==> src/rtl/router_pkg.sv <==
// Shared router definitions: flit control-bit positions, the header parser FSM state,
// and the destination-to-one-hot decode used by the header parsing units.
// Control bits sit directly above the payload: in_data[DATA_W +: 3] = {vld, sop, eop}.
package router_pkg;

  // Bit positions inside the 3-bit control field that sits above the payload.
  localparam int VLD_BIT = 2;
  localparam int SOP_BIT = 1;
  localparam int EOP_BIT = 0;

  // Widest select onehot_dec can produce.
  localparam int MAX_PORTS = 32;

  typedef enum logic {
    IDLE = 1'b0,
    PKT  = 1'b1
  } hpu_state_t;

  // One-hot select for destination d; all-zero when d is not a legal port.
  function automatic logic [MAX_PORTS-1:0] onehot_dec(input logic [31:0] d,
                                                      input int unsigned num_ports);
    onehot_dec = (d < num_ports) ? (32'd1 << d) : 32'd0;
  endfunction

endpackage

==> src/rtl/hpu_route_rot.sv <==
// Source-route rotate: drops the low HOP_W route bits (this hop's destination) and
// zero-fills the top of the route field so the next hop finds its dest in the low bits.
// Ports: payload_i (DATA_W) in, payload_o (DATA_W) out; purely combinational.
module hpu_route_rot #(
  parameter int HOP_W   = 3,
  parameter int ROUTE_W = 15,
  parameter int DATA_W  = 32
) (
  input  logic [DATA_W-1:0] payload_i,
  output logic [DATA_W-1:0] payload_o
);

  logic [ROUTE_W-1:0] route_rot;

  assign route_rot = {{HOP_W{1'b0}}, payload_i[ROUTE_W-1:HOP_W]};

  // Bits above the route field are user payload and pass through untouched.
  generate
    if (ROUTE_W < DATA_W) begin : g_upper
      assign payload_o = {payload_i[DATA_W-1:ROUTE_W], route_rot};
    end else begin : g_full
      assign payload_o = route_rot;
    end
  endgenerate

endmodule

==> src/rtl/hpu_param.sv <==
// Header parsing unit: decodes the per-hop destination of a header flit into a one-hot
// crossbar select, rotates the route field, holds the select for the packet, and
// registers the flit with 1-cycle latency. Misrouted packets are discarded whole.
// Ports: clk/reset (async, active-high); in_req/in_data flit in; out_req/out_data/sel
// registered flit and select; err_dest/err_seq one-cycle error pulses in the emit cycle.
module hpu_param
  import router_pkg::*;
#(
  parameter  int NUM_PORTS = 5,
  parameter  int HOP_W     = 3,
  parameter  int ROUTE_W   = 15,
  parameter  int DATA_W    = 32,
  localparam int LINK_W    = DATA_W + 3
) (
  input  logic                 clk,
  input  logic                 reset,
  input  logic                 in_req,
  input  logic [LINK_W-1:0]    in_data,
  output logic                 out_req,
  output logic [LINK_W-1:0]    out_data,
  output logic [NUM_PORTS-1:0] sel,
  output logic                 err_dest,
  output logic                 err_seq
);

  logic [2:0]        ctrl;
  logic              f_vld, f_sop, f_eop, accept;
  logic [HOP_W-1:0]  dest;
  logic [NUM_PORTS-1:0] dec_sel;
  logic              dest_ok;
  logic [DATA_W-1:0] rot_payload;

  hpu_state_t           state_q, state_d;
  logic [NUM_PORTS-1:0] held_q, held_d;
  // Set while the rest of a bad-dest packet is being discarded.
  logic                 drop_q, drop_d;
  logic                 out_req_q, out_req_d;
  logic [LINK_W-1:0]    out_data_q, out_data_d;
  logic [NUM_PORTS-1:0] sel_q, sel_d;
  logic                 err_dest_q, err_dest_d;
  logic                 err_seq_q, err_seq_d;

  assign ctrl    = in_data[LINK_W-1:DATA_W];
  assign f_vld   = ctrl[VLD_BIT];
  assign f_sop   = ctrl[SOP_BIT];
  assign f_eop   = ctrl[EOP_BIT];
  assign accept  = in_req && (f_vld || f_sop || f_eop);
  assign dest    = in_data[HOP_W-1:0];
  assign dec_sel = NUM_PORTS'(onehot_dec(32'(dest), NUM_PORTS));
  assign dest_ok = |dec_sel;

  hpu_route_rot #(
    .HOP_W  (HOP_W),
    .ROUTE_W(ROUTE_W),
    .DATA_W (DATA_W)
  ) u_rot (
    .payload_i(in_data[DATA_W-1:0]),
    .payload_o(rot_payload)
  );

  always_comb begin
    state_d    = state_q;
    held_d     = held_q;
    drop_d     = drop_q;
    out_req_d  = 1'b0;
    out_data_d = '0;
    sel_d      = '0;
    err_dest_d = 1'b0;
    err_seq_d  = 1'b0;

    if (accept) begin
      if (f_sop) begin
        // A header always starts a fresh packet; one arriving mid-packet truncates it.
        err_seq_d = (state_q == PKT);
        state_d   = f_eop ? IDLE : PKT;
        if (dest_ok) begin
          out_req_d  = 1'b1;
          out_data_d = {ctrl, rot_payload};
          sel_d      = dec_sel;
          held_d     = f_eop ? '0 : dec_sel;
          drop_d     = 1'b0;
        end else begin
          err_dest_d = 1'b1;
          held_d     = '0;
          drop_d     = !f_eop;
        end
      end else if (state_q == PKT) begin
        if (!drop_q) begin
          out_req_d  = 1'b1;
          out_data_d = in_data;
          sel_d      = held_q;
        end
        if (f_eop) begin
          state_d = IDLE;
          held_d  = '0;
          drop_d  = 1'b0;
        end
      end else begin
        // Body/eop with no open packet: drop it and flag the framing error.
        err_seq_d = 1'b1;
      end
    end
  end

  always_ff @(posedge clk or posedge reset) begin
    if (reset) begin
      state_q    <= IDLE;
      held_q     <= '0;
      drop_q     <= 1'b0;
      out_req_q  <= 1'b0;
      out_data_q <= '0;
      sel_q      <= '0;
      err_dest_q <= 1'b0;
      err_seq_q  <= 1'b0;
    end else begin
      state_q    <= state_d;
      held_q     <= held_d;
      drop_q     <= drop_d;
      out_req_q  <= out_req_d;
      out_data_q <= out_data_d;
      sel_q      <= sel_d;
      err_dest_q <= err_dest_d;
      err_seq_q  <= err_seq_d;
    end
  end

  assign out_req  = out_req_q;
  assign out_data = out_data_q;
  assign sel      = sel_q;
  assign err_dest = err_dest_q;
  assign err_seq  = err_seq_q;

endmodule

==> config.mk <==
export PLATFORM = sky130hd
export DESIGN_NAME = hpu_param
export DESIGN_NICKNAME = d
export VERILOG_FILES = /design/src/rtl/router_pkg.sv /design/src/rtl/hpu_route_rot.sv /design/src/rtl/hpu_param.sv
export SDC_FILE = /design/constraint.sdc
export NUM_CORES = 1
export LEC_CHECK = 0
export ABC_AREA = 0
export CAP_MARGIN = 20
export CORE_ASPECT_RATIO = 1.5
export CORE_MARGIN = 1.5
export CORE_UTILIZATION = 30
export DETAILED_ROUTE_END_ITERATION = 16
export MAX_ROUTING_LAYER = met4
export PLACE_DENSITY = 0.67
export REMOVE_ABC_BUFFERS = 1
export SLEW_MARGIN = 20
export SYNTH_ARGS = -nofsm -noshare
export SYNTH_HDL_FRONTEND = slang
export SYNTH_SLANG_ARGS = --single-unit
==> constraint.sdc <==
create_clock -name clk -period 4.2 [get_ports clk]
set_input_delay 0.84 -clock clk [delete_from_list [all_inputs] [get_ports clk]]
set_output_delay 0.84 -clock clk [all_outputs]
set_load 0.01 [all_outputs]
# ---- Word-level counts from Yosys, hierarchy flattened
# Cells that the tools add are included.
dict set report word_totals {
  inputBits 38
  elab_cells 52
  out_inout_bits 43
  register_bits 50
}
dict set report classes {
  muxes 34
  shifts 1
  n_reduce_logical 8
  order_cmp 1
}
# op n
set ops {}
lappend ops {{35-bit two-way mux} 5}
lappend ops {{5-bit two-way mux} 11}
lappend ops {{1-bit two-way mux} 18}
lappend ops {{5-bit OR reduction} 1}
lappend ops {{1-bit by 3-bit << shifter with 5-bit output (first input constant)} 1}
lappend ops {{2-bit nonzero test} 2}
lappend ops {{3-bit < comparator (second input constant)} 1}
lappend ops {{3-bit AND reduction} 1}
lappend ops {{1-bit logical OR} 2}
lappend ops {{1-bit logical AND} 1}
lappend ops {{1-bit logical NOT} 1}

# ---- Longest topological paths before layout
dict set report logic_depth {
  depth_word 6
  depth_mapped 6
  depth_no_buf 5
}

# ---- Hierarchy
# Synthesis repeated with hierarchy kept, for this count alone.
dict set report hier_totals {
  cells_unflattened 163
  hier_area_um2 2125.8
}
# module cells_per_inst seq_area_each_um2 instances area_per_inst_um2
set by_module_without_submodules {}
lappend by_module_without_submodules {hpu_param 130 1251.2 1 1881.8}
lappend by_module_without_submodules {hpu_route_rot 33 0.0 1 244.0}

# ---- Worst setup path before layout
# Ideal clock, no wire load.
dict set report synth_timing {
  kind {input-to-reg}
  from {in in_data[33]}
  to {reg out_data_q[21], in the netlist out_data[21]}
  setup_ns 0.066
  n_path_buf 2
  t_required_ns 4.134
  path_stages 5
  arrival_time_ns 1.819
  setup_slack_ns 2.315
  path_cell_list {buf_6 or3b_4 o22ai_2 buf_6 and2_1}
}
dict set report synth_via {
  elab_chain_len 4
  elab_cells_between_ends 5
  classes_between {mux: 2; reduce/logical: 3}
}
# item line_no
set synth_lines {}
lappend synth_lines {{start, declared} hpu_param.sv:18} ;# input logic [LINK_W-1:0] in_data,
lappend synth_lines {{1-bit logical OR (2 in series)} hpu_param.sv:47} ;# assign accept = in_req && (f_vld || f_sop || f_eop);
lappend synth_lines {{1-bit logical AND} hpu_param.sv:47}
lappend synth_lines {{35-bit two-way mux *} hpu_param.sv:71} ;# if (accept) begin
lappend synth_lines {{net out_data_d[21]} hpu_param.sv:38} ;# logic [LINK_W-1:0] out_data_q, out_data_d;
lappend synth_lines {{end signal, assigned} hpu_param.sv:120} ;# out_data_q <= out_data_d;
lappend synth_lines {{end, declared} hpu_param.sv:38}
# The timed path passes the listed nets; every way through them passes the cells marked *.
# A chain may end at the register's enable or synchronous reset.

# ---- Worst setup path after layout
dict set report layout_timing {
  from {in in_data[33]}
  to {reg out_data_q[8], in the netlist out_data[8]}
}
# Same word-level chain as after synthesis.

==> run metrics <==
Power, Total=0.929 mW; Worst Path Buf+Inv=1; total CTS buffers=5; crit path launch type=input port; CP arrival=2.67 ns; NetSw=0.214 mW; Vias/cell=4.48; Slew headroom=44.2%; worst vdd ir=0.146 mV; Resized Gates After CTS=0; FILL cells=531; first-pass GRT wire length=6110 microns; distinct cell type count after synthesis=26; Port Buffers=80; Worst-Skew Late Latency=0.29 ns; commonest cells after routing, fill and taps aside=clkdlybuf4s50_1, dfrtp_1, and2_1, a22o_1, nor2_1; Top delay family on crit path=simple AND/OR/NAND/NOR gates; DRC violations left=0; Starting DRT DRC Count=38; largest net degree at the start of global routing=51; Max Cap Viol=0; Sw Share=23.0%; post-DP HPWL=2760 microns; cell chosen for the clock root=clkbuf_8; CTS tree=yes; Pint=0.716 mW; R2R Setup Slk=2.56 ns; starting density of the core=31.3%; critical path's slowest cell=nor2_1; Placement Setup Slack=1.41 ns; ratio of cells with drive above 1 in the final layout=4.74%; final net count=251; Worst Max-Slew Pin Slew=0.836 ns; GPL Wtd Cong=0.761; vias in the first global route=1,295; I/O pin total=81; power share of the combinational group=15.6%; Avg WL per Cell=13.4 microns; clk_skew=0.00524 ns; top routing layer in use=met4; sequential power share=55.1%; H-tree depth=2; DP Cell Count=277; mean area per synthesized cell=13.9 sq um; clock power share=29.3%; Max Freq=410 MHz; CP max stage delay=0.70 ns; outcome=complete, no violations; drt pass-1 iters=4; clock transition at the registers of the reported paths=0.08 ns; area growth from synthesis to layout=50.4%; total track usage=12.6%; initial antenna violation count=0; commonest non-fill, non-tap cell in the layout=clkdlybuf4s50_1; die span in y=98.5 microns; via count=1,267; crit-path cells=clkdlybuf4s50_1 > nand2_1 > nor2_1 > a22o_1; Hold Path Class=reg2reg; Syn Inst Count=131; unrepaired setup endpoints after global routing=false; met3 routed wirelength=222 microns; metal2 WL=2030 microns; diode count=0; final setup TNS=0 ns; yosys warns=0; mapped cell area=0.00183 sq mm; Fin. Hold Viols=0; CP Max Fanout=13; Yosys reg bits=50; Setup violations, final=0; Cell Rows=34; leakage power figure=1.22 nW; Post-CTS Setup Bufs=0; die area=0.00657 sq mm; PD cells=339 mW/mm^2; Max Slew Vio Count=0; sequential-to-total area share from yosys stat=68.5%; grt ovf=0; Tmin final=2.44 ns; worst setup margin=1.76 ns; Post-CTS Hold Buffers=0; core box area=0.00583 sq mm; Crit Path Class=in2reg; critical path capture point type=register; WL final=3790 microns; Hold Slack=0.495 ns; non-filler cells in the finished layout=283; CTS sink cnt=50; Die Span X=66.7 microns; ANT nets after route=0; fin crit share=58.1%; CTS Buffer Depth=2; Critical Path RT=4.43 ns; metal1 wirelength=1460 microns
## final timing paths
| check | start | to | depth (start not counted) |
|---|---|---|---|
| worst max-delay path | in_data[33] | out_data[8] | 4 |
| worst min-delay path | held_q[1] | sel[1] | 1 |
| worst max register to register | drop_q | out_data[27] | 3 |
| worst min register to register | held_q[1] | sel[1] | 1 |
| max in group asynchronous | reset | out_data[25] | 2 |
| min in group asynchronous | reset | out_data[31] | 2 |
## cells by family (layout without fill, tap and decap cells)
kind of cell	after synthesis	in the layout	share of synthesized area (%)
AOI/OAI and AO/OA	29	29	13.6
adders and majority gates	1	1	0.685
buffers and inverters	12	92	4.25
DFF	50	50	68.5
and+or+nand+nor	39	39	12.9
## metal layers
| layer | up-vias | track usage [%] |
|---|---|---|
| met5 | - | - |
| met4 | 0 | 6.91 |
| met1 | 601 | 13.7 |
| li1 | 611 | - |
| met2 | 51 | 20.9 |
| met3 | 4 | 2.63 |
## stage by stage
stage | utilization, % | instance area (sq um)
after detailed placement | 45.7 | 2660
after floorplan | - | 1770
after global placement | 45.7 | 2660
after CTS | 47.1 | 2740
final | 47.1 | 2750
after global routing | 47.1 | 2750
## cell usage after synthesis
| master | instances | area, sq um |
|---|---|---|
| dfrtp_1 | 50 | 1250 |
| and2_1 | 22 | 138 |
| a22o_1 | 16 | 140 |
| nor2_1 | 7 | 26.3 |
| inv_1 | 6 | 22.5 |
| buf_6 | 4 | 45.0 |
| a32o_1 | 3 | 30.0 |
| a32oi_1 | 2 | 17.5 |
| buf_2 | 2 | 10.0 |
| nand2_1 | 2 | 7.51 |
| nor2b_1 | 2 | 12.5 |
| a21oi_1 | 1 | 5.00 |
| a22oi_1 | 1 | 7.51 |
| ha_1 | 1 | 12.5 |
| nor2_4 | 1 | 11.3 |
| nor3_1 | 1 | 5.00 |
| nor3b_1 | 1 | 7.51 |
| nor4_1 | 1 | 6.26 |
| nor4bb_1 | 1 | 10.0 |
| o211ai_1 | 1 | 7.51 |
| o21a_1 | 1 | 7.51 |
| o21ai_0 | 1 | 5.00 |
| o22ai_2 | 1 | 12.5 |
| o2bb2ai_1 | 1 | 8.76 |
| o31ai_1 | 1 | 7.51 |
| or3b_4 | 1 | 11.3 |
## power by group through the flow
stage | combinational, mW | sequential, mW | clock, mW
after detailed placement | 0.148 | 0.521 | 0
after global routing | 0.159 | 0.515 | 0.300
after floorplan | 0.0436 | 0.532 | 0
final | 0.145 | 0.512 | 0.272
after CTS | 0.148 | 0.512 | 0.284
after global placement | 0.146 | 0.521 | 0
## layout make-up
type                            count  area [sq um]  share of cell area [%]
Sequential cell                    50          1250                    45.6
Timing Repair Buffer               80           801                    29.2
Multi-Input combinational cell     69           497                    18.1
Tap cell                           72          90.1                    3.28
Clock buffer                        6          82.6                    3.01
Inverter                            6          23.8                   0.866
## registers in the layout (all words and copies together) (netlist names)
name,count
drop_q,1
err_dest,1
err_seq,1
held_q,5
out_data,35
out_req,1
sel,5
state_q,1
Note: power is estimated with default switching activity, not from simulation.
